File: src/rtl/riscv_pkg.sv
// Shared core parameters plus the boot loader's frame marker and state encoding.
package riscv_pkg;

  localparam int unsigned ALEN            = 32;
  localparam int unsigned XLEN            = 32;
  localparam int unsigned RAM_MEMORY_SIZE = 1024;

  localparam logic [7:0] LOADER_MAGIC = 8'hA5;

  typedef enum logic [2:0] {
    IDLE,
    LEN0,
    LEN1,
    DATA,
    WRITE,
    CHK,
    DONE,
    ERR
  } loader_state_t;

endpackage

File: src/rtl/imem_loader.sv
// Boot-time loader: parses a framed byte stream into little-endian words and writes
// them to instruction memory, keeping the core held until the frame checksum verifies.
module imem_loader
  import riscv_pkg::*;
#(
  parameter int unsigned     ALEN      = riscv_pkg::ALEN,
  parameter int unsigned     XLEN      = riscv_pkg::XLEN,
  parameter int unsigned     MEM_WORDS = riscv_pkg::RAM_MEMORY_SIZE,
  parameter logic [ALEN-1:0] BASE_ADDR = '0
) (
  input  logic            clk,
  input  logic            rst,
  input  logic            rx_valid,
  input  logic [7:0]      rx_data,
  output logic            rx_ready,
  output logic            imem_we,
  output logic [ALEN-1:0] imem_addr,
  output logic [XLEN-1:0] imem_wdata,
  output logic            cpu_hold,
  output logic            load_done,
  output logic            load_error
);

  loader_state_t   r_state;
  logic            r_rx_ready;
  logic            r_imem_we;
  logic [ALEN-1:0] r_addr;
  logic [XLEN-1:0] r_wdata;
  logic            r_hold;
  logic            r_done;
  logic            r_error;
  logic [7:0]      r_chk;
  logic [7:0]      r_cnt_lo;
  logic [15:0]     r_words_rem;
  logic [1:0]      r_idx;
  logic [23:0]     r_buf;

  logic            w_xfer;
  logic [15:0]     w_count;

  assign w_xfer  = rx_valid && r_rx_ready;
  assign w_count = {rx_data, r_cnt_lo};

  always_ff @(posedge clk) begin
    if (!rst) begin
      r_state     <= IDLE;
      r_rx_ready  <= 1'b0;
      r_imem_we   <= 1'b0;
      r_addr      <= BASE_ADDR;
      r_wdata     <= '0;
      r_hold      <= 1'b1;
      r_done      <= 1'b0;
      r_error     <= 1'b0;
      r_chk       <= '0;
      r_cnt_lo    <= '0;
      r_words_rem <= '0;
      r_idx       <= '0;
      r_buf       <= '0;
    end else begin
      // Ready is only withdrawn for the single WRITE cycle that follows a word's 4th byte.
      r_rx_ready <= 1'b1;
      r_imem_we  <= 1'b0;
      case (r_state)
        IDLE, DONE, ERR: begin
          if (w_xfer && rx_data == LOADER_MAGIC) begin
            r_state <= LEN0;
            r_done  <= 1'b0;
            r_error <= 1'b0;
            r_hold  <= 1'b1;
            r_chk   <= '0;
            r_addr  <= BASE_ADDR;
            r_idx   <= '0;
          end
        end
        LEN0: begin
          if (w_xfer) begin
            r_cnt_lo <= rx_data;
            r_chk    <= r_chk ^ rx_data;
            r_state  <= LEN1;
          end
        end
        LEN1: begin
          if (w_xfer) begin
            r_chk <= r_chk ^ rx_data;
            if (32'(w_count) > MEM_WORDS) begin
              r_state <= ERR;
              r_error <= 1'b1;
            end else if (w_count == '0) begin
              r_state <= CHK;
            end else begin
              r_words_rem <= w_count;
              r_state     <= DATA;
            end
          end
        end
        DATA: begin
          if (w_xfer) begin
            r_chk <= r_chk ^ rx_data;
            if (r_idx == 2'd3) begin
              r_wdata    <= {rx_data, r_buf};
              r_imem_we  <= 1'b1;
              r_rx_ready <= 1'b0;
              r_idx      <= '0;
              r_state    <= WRITE;
            end else begin
              r_buf[{r_idx, 3'b000} +: 8] <= rx_data;
              r_idx <= r_idx + 2'd1;
            end
          end
        end
        WRITE: begin
          r_addr      <= r_addr + ALEN'(4);
          r_words_rem <= r_words_rem - 16'd1;
          r_state     <= (r_words_rem == 16'd1) ? CHK : DATA;
        end
        CHK: begin
          if (w_xfer) begin
            if (rx_data == r_chk) begin
              r_state <= DONE;
              r_done  <= 1'b1;
              r_hold  <= 1'b0;
            end else begin
              r_state <= ERR;
              r_error <= 1'b1;
            end
          end
        end
        default: r_state <= IDLE;
      endcase
    end
  end

  assign rx_ready   = r_rx_ready;
  assign imem_we    = r_imem_we;
  assign imem_addr  = r_addr;
  assign imem_wdata = r_wdata;
  assign cpu_hold   = r_hold;
  assign load_done  = r_done;
  assign load_error = r_error;

endmodule

File: config.mk
export PLATFORM = sky130hd
export DESIGN_NAME = imem_loader
export DESIGN_NICKNAME = d
export VERILOG_FILES = /design/src/rtl/riscv_pkg.sv /design/src/rtl/imem_loader.sv
export SDC_FILE = /design/constraint.sdc
export NUM_CORES = 1
export LEC_CHECK = 0
export ABC_AREA = 1
export ABC_CLOCK_PERIOD_IN_PS = 2400
export BUFFER_PORTS_ARGS = -buffer_cell sky130_fd_sc_hd__buf_2
export CORE_UTILIZATION = 35
export CTS_BUF_LIST = sky130_fd_sc_hd__clkbuf_4
export DETAILED_ROUTE_END_ITERATION = 10
export REMOVE_ABC_BUFFERS = 1
export SLEW_MARGIN = 20
export SYNTH_ARGS = -nofsm -noshare
export SYNTH_HDL_FRONTEND = slang
export SYNTH_SLANG_ARGS = --single-unit
File: constraint.sdc
create_clock -name clk -period 2.4 [get_ports clk]
set_clock_uncertainty 0.05 [all_clocks]
set_input_delay 0.48 -clock clk [delete_from_list [all_inputs] [get_ports clk]]
set_output_delay 0.48 -clock clk [all_outputs]
set_load 0.05 [all_outputs]
# == Yosys cells after proc, flatten, opt, wreduce, memory -nomap -nowiden ==
# Index checks and enable logic that the tools add are counted.
# totals
elab_cells,110
reg_bits,130
input_bits,11
out_inout_bits,69
# classes
shifts,2
n_eq_ne,23
magnitude_cmp,1
reduce_logical,23
n_bitwise,2
add_sub_neg,4
mux,42
# ops
operator,n
one-hot mux 32 bit (2 select lines),1
2-to-1 mux 16 bit,3
adder 32 x 3 -> 32 bit (second input constant),1
2-to-1 mux 32 bit,1
one-hot mux 16 bit (2 select lines),1
2-to-1 mux 3 bit,9
bitwise mux 24 bit,1
variable shift 8 x 7 -> 24 bit (first input constant),1
variable part select 8 x 7 -> 24 bit,1
inequality test 2 bit (second input constant),11
one-hot mux 3 bit (6 select lines),1
== test 16 x 1 -> 1 bit (second input constant),1
greater-than comparator 16 x 11 -> 1 bit (second input constant),1
zero test 16 bit,1
2-to-1 mux 8 bit,2
one-hot mux 8 bit (2 select lines),1
subtractor 16 x 1 -> 16 bit (second input constant),1
2-to-1 mux 1 bit,15
AND reduction 3 bit,5
== test 3 bit (second input constant),4
AND reduction 6 bit,2
nonzero test 2 bit,5
== test 8 bit,1
== test 8 bit (second input constant),1
other kinds (18),26

# == Depth between registers and ports, before layout ==
# logic_depth
depth_word,5
depth_mapped,12
depth_no_buf,11

# == Worst setup path before layout ==
# No wires, ideal clock.
# synth_path
path_type,register -> register
start,"register r_addr[2], in the netlist imem_addr[2]"
end,"register r_addr[18], in the netlist imem_addr[18]"
required_ns,2.231
path_stages_with_launch,9
arrival_ns,1.766
slack_ns,0.464
path_cell_list,dfxtp_1 > ha_1 > nand2_1 > inv_1 > nand3_1 > nor3_2 > nand3_1 > o21ai_0 > a21oi_1
# synth_between
elab_chain_len,2
# synth_lines
item,line_no,text
"start, declared",imem_loader.sv:27,logic [ALEN-1:0] r_addr;
"start signal, assigned",imem_loader.sv:112,r_addr <= r_addr + ALEN'(4);
adder 32 x 3 -> 32 bit,imem_loader.sv:112,
one-hot mux 32 bit (2 select lines),imem_loader.sv:63,case (r_state)
# No other way between the ends.
# A chain may end at the register's enable or synchronous reset.

# == Final worst setup path ==
# layout_path
start,"register r_addr[2], in the netlist imem_addr[2]"
end,"register r_addr[24], in the netlist imem_addr[24]"
# The elaborated chain is that of the path after synthesis.

==> flow_summary.json <==
{
  "status": "completed",
  "cts_tree": "done",
  "ff2ff_path_depth": 8,
  "ys_ff_latch": 128,
  "hold_path.class": "input pin to flop",
  "numPortBuffers": 77,
  "post_cts_buffers": 0,
  "die_w_um": 136,
  "grt_util_all_layers_pct": 18.8,
  "utilization_pct": 40.8,
  "grt_max_degree": 39,
  "maxCapViolCount": 0,
  "clk_pin_slew_ns": 0.12,
  "synthCells": 947,
  "syn_to_final_growth_pct": 12.9,
  "start_util_pct": 36.2,
  "cts_hold_buf": 0,
  "fp.coreArea_mm2": 0.0175,
  "row_count": 48,
  "peakVddDrop_v": 0.000253,
  "synth_area_mm2": 0.00632,
  "yosysWarnings": 0,
  "ys_seq_area_share_pct": 40.5,
  "cp_max_fo": 5,
  "ant_nets": 0,
  "final_max_slew_viol_count": 0,
  "p_leak_nw": 3.04,
  "drive_gt1_share_pct": 13.7,
  "avgViaCountPerCell": 4.84,
  "regArea_mm2": 0.00256,
  "multi_input_area_mm2": 0.00310,
  "tightest_slew_ns": 0.586,
  "n_fill_cell": 1896,
  "finalSetupViolations": 0,
  "drt_iter0_markers": 373,
  "layout_min_cycle_time_ns": 1.94,
  "grt_pass1_vias": 5499,
  "dp_cells": 1223,
  "cts_resized": 0,
  "clkSinkCount": 128,
  "fp.dieH_um": 136,
  "hold_depth": 3,
  "drc": 0,
  "antenna_found_initial": 1,
  "start_kind": "flop",
  "slew_headroom_pct": 60.8,
  "synthDistinctLibCells": 38,
  "gr-total-overflow": 0,
  "fmax_ghz": 0.516,
  "firstDrtPassIters": 5,
  "pwr_density_cell_mw_per_mm2": 640,
  "wl_per_cell_um": 13.2,
  "finalCritPeriodShare_pct": 80.8,
  "max-clock-path-buffers": 2,
  "nNetsFinal": 1036,
  "finalHoldViolations": 0,
  "die_area_mm2": 0.0186,
  "setup_tns_ns": 0,
  "cts_buffers": 17,
  "worstSetupPathType": "flop to flop",
  "synth_edf_count": 0,
  "synthFlopType": "dfxtp_1",
  "place.gp.congestion": 0.901,
  "cts-root-buf": "clkbuf_4",
  "cp.required_ns": 2.81,
  "syn_avg_cell_area_um2": 6.67,
  "hpwl_um": 11800,
  "vias": 6077,
  "worstPathArrival_ns": 2.35,
  "cts.htree.levels": 4,
  "final_cells": 1256,
  "routed_wl_um": 16600,
  "synthArstFlopShare_pct": 0,
  "grt_pass1_wl_um": 27500,
  "clock_latency_ns": 0.56,
  "io_pins": 80,
  "rsz0062_at_grt": "false",
  "cp-end-kind": "flop"
}
## worst max-delay path: stages, from the launching register on
cell and delay (ns):
dfxtp_1 0.42, ha_1 0.22, nand2_1 0.09, inv_1 0.08, nand3_1 0.19, nor3_2 0.37
nand3_1 0.19, o21ai_0 0.19, a21oi_1 0.05
## final timing paths
check                             startpoint       endpoint  slack [ns]
worst max-delay path            imem_addr[2]  imem_addr[24]        0.46
worst min-delay path                     rst  imem_addr[11]        0.18
worst max register to register  imem_addr[2]  imem_addr[24]        0.46
worst min register to register     r_buf[11]      r_buf[11]        0.41
## layout make-up
class                   count  area share, %
diodes                      1         0.0351
clock buffers              18           1.89
clock inverters            14           1.86
inverters                 117           6.15
multi-input cells         665           43.5
flip-flops and latches    128           35.9
well taps                 225           3.94
repair buffers             88           6.73
## flip-flops by register name (all words and copies together), names as in the netlist
| name | count |
|---|---|
| imem_addr | 30 |
| imem_we | 1 |
| imem_wdata | 32 |
| load_error | 1 |
| cpu_hold | 1 |
| r_buf | 24 |
| r_state | 3 |
| r_chk | 8 |
| r_idx | 2 |
| load_done | 1 |
| r_cnt_lo | 8 |
| r_words_rem | 16 |
| rx_ready | 1 |
## cell usage after synthesis, drive strengths merged (5+ instances only)
cell type  instances  area (um2)
o21ai             94         470
nor2             136         549
a211oi            19         143
buf               17         136
a31oi             18         113
nand4              5        31.3
clkbuf            21        82.6
dfxtp            128        2560
nand2            247         935
nor3              12        65.1
nand3             49         263
a21oi             59         307
inv              116         435
ha                 8         100
## stage by stage
stage / area (um2) / hold WS, ns / total power [mW] / setup WS (ns)
after floorplan: 6100 / 0.374 / 2.94 / 0.368
after global placement: 6870 / 0.385 / 3.15 / 0.288
after detailed placement: 6870 / 0.392 / 3.16 / 0.310
after CTS: 7130 / 0.154 / 4.61 / 0.471
after global routing: 7140 / 0.161 / 4.84 / 0.243
final: 7140 / 0.182 / 4.57 / 0.461
## cells in the final DEF (no fill, tap or decap), drive strengths merged
cell      instances
nand2           247
nor2            136
dfxtp           128
inv             121
o21ai            94
buf              88
a21oi            59
nand3            49
a211oi           19
a31oi            18
clkbuf           18
nor3             12
ha                8
clkinv            8
nand4             5
a22oi             3
or2               3
o21bai            2
xor2              2
o22ai             2
conb              2
diode             1
a21o              1
nor3b             1
o211a             1
xnor2             1
clkinvlp          1
bufinv            1
## cell families (layout without fill, tap and decap cells)
logic type | Yosys count | after routing | share of synthesized area (%)
AO/OA/AOI/OAI | 199 | 199 | 17.4
XOR/XNOR | 3 | 3 | 0.416
adder cells (fa/ha/maj) | 8 | 8 | 1.58
buffers and inverters | 155 | 237 | 10.4
flip-flops | 128 | 128 | 40.5
other | 1 | 3 | 0.0593
AND/OR/NAND/NOR | 453 | 453 | 29.6
## layer usage
layer / vias up / global-route usage, % / share of wire (%)
met3: 18 / 3.91 / 4.5
met2: 134 / 28.8 / 45
met4: 0 / 6.60 / 1.1
met1: 2736 / 26.0 / 50
met5: - / 0 / 0
li1: 3189 / - / -
## where the power goes
part,switching [mW],internal (mW),leakage [nW],total [mW]
clock network,0.905,0.542,0.147,1.45
registers,0.0830,2.22,1.03,2.31
logic,0.567,0.246,1.86,0.813
total,1.55,3.01,3.04,4.57
Note: power is estimated with default switching activity, not from simulation.
